`config.mk`:
```
export PLATFORM = sky130hd
export DESIGN_NAME = flash_rate_ctrl
export DESIGN_NICKNAME = d
export VERILOG_FILES = /design/src/rtl/flash_ctrl_pkg.sv /design/src/rtl/key_debounce.sv /design/src/rtl/flash_rate_ctrl.sv
export SDC_FILE = /design/constraint.sdc
export NUM_CORES = 1
export LEC_CHECK = 0
export ABC_AREA = 1
export BUFFER_PORTS_ARGS = -buffer_cell sky130_fd_sc_hd__buf_4
export CORE_MARGIN = 4
export CORE_UTILIZATION = 45
export DETAILED_ROUTE_END_ITERATION = 6
export GPL_TIMING_DRIVEN = 0
export PLACE_DENSITY_LB_ADDON = 0.15
export SYNTH_ARGS = -nofsm -noshare
export SYNTH_HDL_FRONTEND = slang
export SYNTH_SLANG_ARGS = --single-unit
```
`constraint.sdc`:
```
create_clock -name CLOCK_50 -period 12.3 [get_ports CLOCK_50]
set_input_delay 1.845 -clock CLOCK_50 [delete_from_list [all_inputs] [get_ports CLOCK_50]]
set_output_delay 1.845 -clock CLOCK_50 [all_outputs]
set_load 0.01 [all_outputs]
```
`src/rtl/flash_ctrl_pkg.sv`:
```
// rtl/flash_ctrl_pkg.sv - shared constants and period helper for the LED flash rate controller
package flash_ctrl_pkg;

   localparam int KEY_SLOW = 0;
   localparam int KEY_FAST = 1;
   localparam int KEY_DFLT = 2;
   localparam int NUM_KEYS = 3;

   localparam int LEVEL_W = 4;
   localparam logic [LEVEL_W-1:0] MIN_LEVEL = 4'd1;

   function automatic logic [31:0] level_period(input logic [LEVEL_W-1:0] lvl,
                                                input logic [31:0]         step);
      return 32'(lvl) * step;
   endfunction

endpackage

```
`src/rtl/key_debounce.sv`:
```
// rtl/key_debounce.sv - two-flop synchroniser plus stability counter for one active-low push key;
// emits single-cycle press (1->0) and release (0->1) pulses when the accepted state flips.
module key_debounce #(
   parameter int DB_CYCLES = 500000
) (
   input  logic clk,
   input  logic rst,
   input  logic key_raw,
   output logic key_state,
   output logic press_ev,
   output logic release_ev
);

   localparam int CW = (DB_CYCLES > 1) ? $clog2(DB_CYCLES) : 1;
   localparam logic [CW-1:0] DB_LAST = CW'(DB_CYCLES - 1);

   logic          sync_a;
   logic          sync_b;
   logic [CW-1:0] db_cnt;

   always_ff @(posedge clk or posedge rst) begin
      if (rst) begin
         sync_a     <= 1'b1;
         sync_b     <= 1'b1;
         key_state  <= 1'b1;
         db_cnt     <= '0;
         press_ev   <= 1'b0;
         release_ev <= 1'b0;
      end else begin
         sync_a     <= key_raw;
         sync_b     <= sync_a;
         press_ev   <= 1'b0;
         release_ev <= 1'b0;
         // Count only while the synchronised key disagrees with the accepted state.
         if (sync_b == key_state) begin
            db_cnt <= '0;
         end else if (db_cnt == DB_LAST) begin
            key_state  <= sync_b;
            db_cnt     <= '0;
            press_ev   <= key_state;
            release_ev <= ~key_state;
         end else begin
            db_cnt <= db_cnt + 1'b1;
         end
      end
   end

endmodule

```
`src/rtl/flash_rate_ctrl.sv`:
```
// rtl/flash_rate_ctrl.sv - key-driven speed level, flash period and tick generator for the LED flasher.
// Optional held-key auto-repeat is built when FLASH_AUTO_REPEAT_EN is defined.
module flash_rate_ctrl
   import flash_ctrl_pkg::*;
#(
   parameter int DB_CYCLES     = 500000,
   parameter int STEP_CYCLES   = 12500000,
   parameter int MAX_LEVEL     = 8,
   parameter int DEFAULT_LEVEL = 2,
   parameter int REPEAT_CYCLES = 25000000
) (
   input  logic               CLOCK_50,
   input  logic               RESET,
   input  logic [2:0]         KEY,
   output logic [LEVEL_W-1:0] level,
   output logic [31:0]        period,
   output logic               tick,
   output logic               level_chg
);

   localparam logic [LEVEL_W-1:0] MAX_LVL  = LEVEL_W'(MAX_LEVEL);
   localparam logic [LEVEL_W-1:0] DFLT_LVL = LEVEL_W'(DEFAULT_LEVEL);
   localparam logic [31:0]        STEP     = 32'(STEP_CYCLES);

   if (64'(MAX_LEVEL) * 64'(STEP_CYCLES) >= 64'h1_0000_0000) begin : g_period_overflow
      $error("MAX_LEVEL*STEP_CYCLES does not fit in 32 bits");
   end
   if (MAX_LEVEL >= (1 << LEVEL_W) || DEFAULT_LEVEL < 1 || DEFAULT_LEVEL > MAX_LEVEL) begin : g_level_range
      $error("DEFAULT_LEVEL/MAX_LEVEL out of range");
   end
   if (DB_CYCLES < 1 || REPEAT_CYCLES < 1) begin : g_cycle_range
      $error("DB_CYCLES and REPEAT_CYCLES must be at least 1");
   end

   logic [NUM_KEYS-1:0] key_state;
   logic [NUM_KEYS-1:0] press_ev;
   logic [NUM_KEYS-1:0] release_ev;

   for (genvar k = 0; k < NUM_KEYS; k++) begin : g_key
      key_debounce #(
         .DB_CYCLES (DB_CYCLES)
      ) u_db (
         .clk        (CLOCK_50),
         .rst        (RESET),
         .key_raw    (KEY[k]),
         .key_state  (key_state[k]),
         .press_ev   (press_ev[k]),
         .release_ev (release_ev[k])
      );
   end

   logic [1:0] rep_fire;
   logic [1:0] rep_done;
   logic       unused_ev;

`ifdef FLASH_AUTO_REPEAT_EN
   localparam int RW = (REPEAT_CYCLES > 1) ? $clog2(REPEAT_CYCLES) : 1;
   localparam logic [RW-1:0] REP_LAST = RW'(REPEAT_CYCLES - 1);

   for (genvar r = 0; r < 2; r++) begin : g_rep
      logic [RW-1:0] rep_cnt;
      logic          done;

      assign rep_fire[r] = ~key_state[r] && (rep_cnt == REP_LAST);
      assign rep_done[r] = done;

      // done remembers that this hold already stepped, so its release is swallowed.
      always_ff @(posedge CLOCK_50 or posedge RESET) begin
         if (RESET) begin
            rep_cnt <= '0;
            done    <= 1'b0;
         end else begin
            if (key_state[r] || rep_fire[r]) begin
               rep_cnt <= '0;
            end else begin
               rep_cnt <= rep_cnt + 1'b1;
            end
            if (rep_fire[r]) begin
               done <= 1'b1;
            end else if (press_ev[r]) begin
               done <= 1'b0;
            end
         end
      end
   end

   assign unused_ev = release_ev[KEY_DFLT];
`else
   assign rep_fire  = 2'b00;
   assign rep_done  = 2'b00;
   assign unused_ev = release_ev[KEY_DFLT] | press_ev[KEY_SLOW] | press_ev[KEY_FAST];
`endif

   logic               step_up;
   logic               step_dn;
   logic [LEVEL_W-1:0] lvl_next;
   logic               chg;

   assign step_up = rep_fire[KEY_SLOW] | (release_ev[KEY_SLOW] & ~rep_done[KEY_SLOW]);
   assign step_dn = rep_fire[KEY_FAST] | (release_ev[KEY_FAST] & ~rep_done[KEY_FAST]);

   // Default press wins; slow-down beats speed-up; steps are ignored while the default key is held.
   always_comb begin
      lvl_next = level;
      if (press_ev[KEY_DFLT]) begin
         lvl_next = DFLT_LVL;
      end else if (key_state[KEY_DFLT]) begin
         if (step_up) begin
            if (level < MAX_LVL) lvl_next = level + 1'b1;
         end else if (step_dn) begin
            if (level > MIN_LEVEL) lvl_next = level - 1'b1;
         end
      end
      chg = (lvl_next != level);
   end

   logic [31:0] tick_cnt;

   always_ff @(posedge CLOCK_50 or posedge RESET) begin
      if (RESET) begin
         level     <= DFLT_LVL;
         period    <= level_period(DFLT_LVL, STEP);
         level_chg <= 1'b0;
         tick_cnt  <= '0;
      end else begin
         level     <= lvl_next;
         level_chg <= chg;
         if (chg) period <= level_period(lvl_next, STEP);
         if (level_chg || tick_cnt >= period - 32'd1) begin
            tick_cnt <= '0;
         end else begin
            tick_cnt <= tick_cnt + 32'd1;
         end
      end
   end

   assign tick = ~level_chg && (tick_cnt == period - 32'd1);

endmodule

```
==> impl_metrics.json <==
{
  "status": "complete, no violations",
  "drtIter0Drc": 537,
  "syn_area_um2": 8630,
  "fin_setup_tns_ps": 0,
  "critical_path_class": "register to output pin",
  "path_max_fanout": 5,
  "reg2reg_from": "level[1]$_DFF_PP1_",
  "min_period_over_period": 0.433,
  "nets": 1198,
  "setup_viol": 0,
  "cp_slowest_cell": "dfrtp_1",
  "pin_count": 43,
  "drcViolationCount": 0,
  "endpoint": "tick",
  "vias": 7083,
  "layout-drive-gt1-share": 0.157,
  "tightestPinTransition_ps": 887,
  "drt_first_pass_iters": 5,
  "grtUsageTotal": 0.190,
  "antenna_cells": 0,
  "ff2ff_path_depth": 23,
  "power.density_nw_per_um2": 104,
  "final_max_slew_viol_count": 0,
  "rsz0062_at_grt": "no",
  "grt_pass1_vias": 6707,
  "ys_async_sr_fraction": 1.00,
  "timing.slew.headroom": 0.409,
  "initial_utilization": 0.460,
  "cts_root_buf": "clkbuf_16",
  "fin_total_pwr_mw": 1.03,
  "required_ps": 10450,
  "dp_hpwl_um": 14900,
  "post_cts_buffers": 0,
  "syn_to_final_growth_pct": 14.8,
  "fillers": 1785,
  "htreeDepth": 4,
  "critPathCaptureType": "output pin",
  "ys_seq_elements": 127,
  "path_clk_slew_ps": 60,
  "ant_nets": 0,
  "met3WireLength_um": 953,
  "fin_ws_ps": 6980,
  "synth.avg_cell_area_um2": 8.09,
  "die_width_um": 146,
  "clk_latency_ps": 420,
  "grt_overflow_total": 0,
  "cts_sinks": 127,
  "synthCells": 1066,
  "pre_cts_ws_ps": 7180,
  "cts_made_buffers": 17,
  "routed_wl_um": 19700,
  "wl_met2_um": 8750,
  "gp_congestion": 0.867,
  "rows": 50,
  "hold_path.class": "register to register",
  "hold_viol": 0,
  "synth.distinct_cells": 51,
  "post_drt_via_cell_ratio": 5.16,
  "synth-edff-count": 0,
  "grt_pass1_wl_um": 33600,
  "slowest_delay_ps": 490,
  "die_area_um2": 21500,
  "portBuffers": 32,
  "path_cells": "nor2_1 > inv_1 > nor2_1 > nand3_1 > nor2_1 > nand3_1 > inv_1 > nand4_1 > ha_1 > nand2_1 > inv_1 > nand3_1 > nor3_1 > nand3b_1 > nor2_1 > buf_4",
  "clk_path_buf_depth": 2,
  "r2r_slack_ps": 7100,
  "yosys_warnings": 0,
  "period_minus_slack_ps": 5320,
  "core_um2": 18800,
  "crit_start": "period[8]$_DFFE_PP0P_",
  "p_leak_nw": 4.97,
  "synthFlopType": "dfrtp_1",
  "grt_start_max_net_pins": 73,
  "cts_tree": "done",
  "routed.top_layer": "met4",
  "die_h_um": 146,
  "reg2reg_to": "period[27]$_DFFE_PP0P_",
  "worstPathArrival_ps": 3480,
  "drt-wirelength-per-cell_um": 14.3,
  "wl_met1_um": 9680,
  "synth_seq_area_share": 0.372,
  "ctsResizeCount": 0,
  "cpMostUsedCell": "nor2_1",
  "antenna_found_initial": 0,
  "clock.fmax_mhz": 188,
  "fin_skew_ps": 9.19,
  "utilization": 0.528,
  "hold_buffers": 0,
  "max_cap_violations": 0,
  "vdd_ir_drop_max_v": 0.0000970,
  "critPathLaunchType": "register"
}
[flip-flops by register name, summed over array words and instances, names as in the netlist]
register / count
g_key.u_db.db_cnt: 57
g_key.u_db.key_state: 3
g_key.u_db.press_ev: 1
g_key.u_db.release_ev: 2
g_key.u_db.sync_a: 3
g_key.u_db.sync_b: 3
level: 4
level_chg: 1
period: 21
tick_cnt: 32
[layer usage]
| metal | GRT usage | vias up |
|---|---|---|
| met3 | 0.0447 | 25 |
| li1 | - | 3592 |
| met1 | 0.272 | 3320 |
| met2 | 0.290 | 146 |
| met5 | 0 | - |
| met4 | 0.0508 | 0 |
[power by group]
group / switching [mW] / internal, mW
clock network: 0.188 / 0.395
registers: 0.00265 / 0.423
logic: 0.0163 / 0.00714
[Yosys cell counts, types with 2 or more instances]
| library cell | instances | share of area |
|---|---|---|
| inv_1 | 128 | 0.056 |
| ha_1 | 57 | 0.083 |
| inv_2 | 6 | 0.0026 |
| nand4_2 | 4 | 0.0058 |
| xnor2_1 | 17 | 0.017 |
| dfrtp_1 | 105 | 0.30 |
| xor2_1 | 52 | 0.053 |
| nand4_1 | 27 | 0.020 |
| nor2_1 | 132 | 0.057 |
| buf_6 | 4 | 0.0052 |
| o211ai_1 | 4 | 0.0035 |
| nand2_2 | 9 | 0.0065 |
| nand3_2 | 9 | 0.010 |
| or2_0 | 3 | 0.0022 |
| nand3_1 | 77 | 0.045 |
| o211a_1 | 2 | 0.0023 |
| buf_4 | 13 | 0.011 |
| a31oi_1 | 6 | 0.0044 |
| or2_2 | 2 | 0.0015 |
| nor3_2 | 2 | 0.0023 |
| buf_2 | 6 | 0.0035 |
| a21oi_1 | 52 | 0.030 |
| a211oi_1 | 8 | 0.0070 |
| nand3b_1 | 2 | 0.0017 |
| nor2_2 | 13 | 0.0094 |
| dfstp_2 | 22 | 0.067 |
| o21ai_0 | 23 | 0.013 |
| nor2_4 | 12 | 0.016 |
| fa_1 | 9 | 0.021 |
| o21ai_1 | 5 | 0.0029 |
| o21a_1 | 5 | 0.0044 |
| nand2_1 | 187 | 0.081 |
| nor4_1 | 11 | 0.0080 |
| nor3_1 | 31 | 0.018 |
| nor3b_1 | 5 | 0.0044 |
[cell usage in the layout (no fill, tap or decap), drive strengths merged]
master,synthesis,final
a21oi,53,53
xor2,52,52
o21bai,2,2
nor3b,6,6
clkbuf,1,22
xnor2,17,17
or2,6,6
a21o,1,1
nand2,197,197
nor4,12,12
fa,9,9
a211oi,8,8
o211a,2,2
and2,1,1
a31o,1,1
nand3,87,87
o21ai,29,29
a31oi,6,6
clkinvlp,0,2
conb,1,10
clkinv,0,3
nor3,33,33
buf,23,56
inv,134,134
o21a,5,5
ha,57,57
dfrtp,105,105
dfstp,22,22
o211ai,4,4
nand3b,3,3
nor2,158,158
bufinv,0,6
nand4,31,31
[worst min path at each step]
stage                                         from                             end  slack [ps]  cells past startpoint
CTS                 g_key[0].u_db.sync_a$_DFF_PP1_  g_key[0].u_db.sync_b$_DFF_PP1_         360                      0
detailed placement  g_key[0].u_db.sync_a$_DFF_PP1_  g_key[0].u_db.sync_b$_DFF_PP1_         350                      0
finish              g_key[0].u_db.sync_a$_DFF_PP1_  g_key[0].u_db.sync_b$_DFF_PP1_         350                      0
global placement    g_key[0].u_db.sync_a$_DFF_PP1_  g_key[0].u_db.sync_b$_DFF_PP1_         350                      0
floorplan           g_key[0].u_db.sync_a$_DFF_PP1_  g_key[0].u_db.sync_b$_DFF_PP1_         350                      0
global route        g_key[1].u_db.sync_a$_DFF_PP1_  g_key[1].u_db.sync_b$_DFF_PP1_         360                      0
[worst max-delay path: cells and delay by family (launching register included)]
kind	cells	cell delay (ps)
DFF	1	490
buffers and inverters	4	330
and+or+nand+nor	11	1820
adders and majority gates	1	410
[cell families after synthesis]
logic type      Yosys count  share of synthesized area
compound gates          111                     0.0740
xor+xnor                 69                     0.0701
fa+ha+maj                66                      0.104
buf+inv                 158                     0.0789
flops                   127                      0.372
other cells               1                   0.000435
simple gates            534                      0.302
[final cells by class]
cell class                 instances  area [um2]  share of cell area
multi-input combinational        790        4770               0.482
inverter                         134         508              0.0513
clock inverter                    11         210              0.0212
tap                              234         293              0.0296
timing repair buffer              33         268              0.0270
clock buffer                      21         470              0.0475
sequential                       127        3210               0.324
buffer                            24         178              0.0179
[metrics by stage]
step | instance area (um2) | cells | hold WS (ps)
6_report | 9910 | 1374 | 355
2_1_floorplan | 8660 | 1075 | 345
4_1_cts | 9910 | 1374 | 355
3_3_place_gp | 9190 | 1341 | 346
5_1_grt | 9910 | 1374 | 358
3_5_place_dp | 9230 | 1342 | 347
Note: power is estimated with default switching activity, not from simulation.
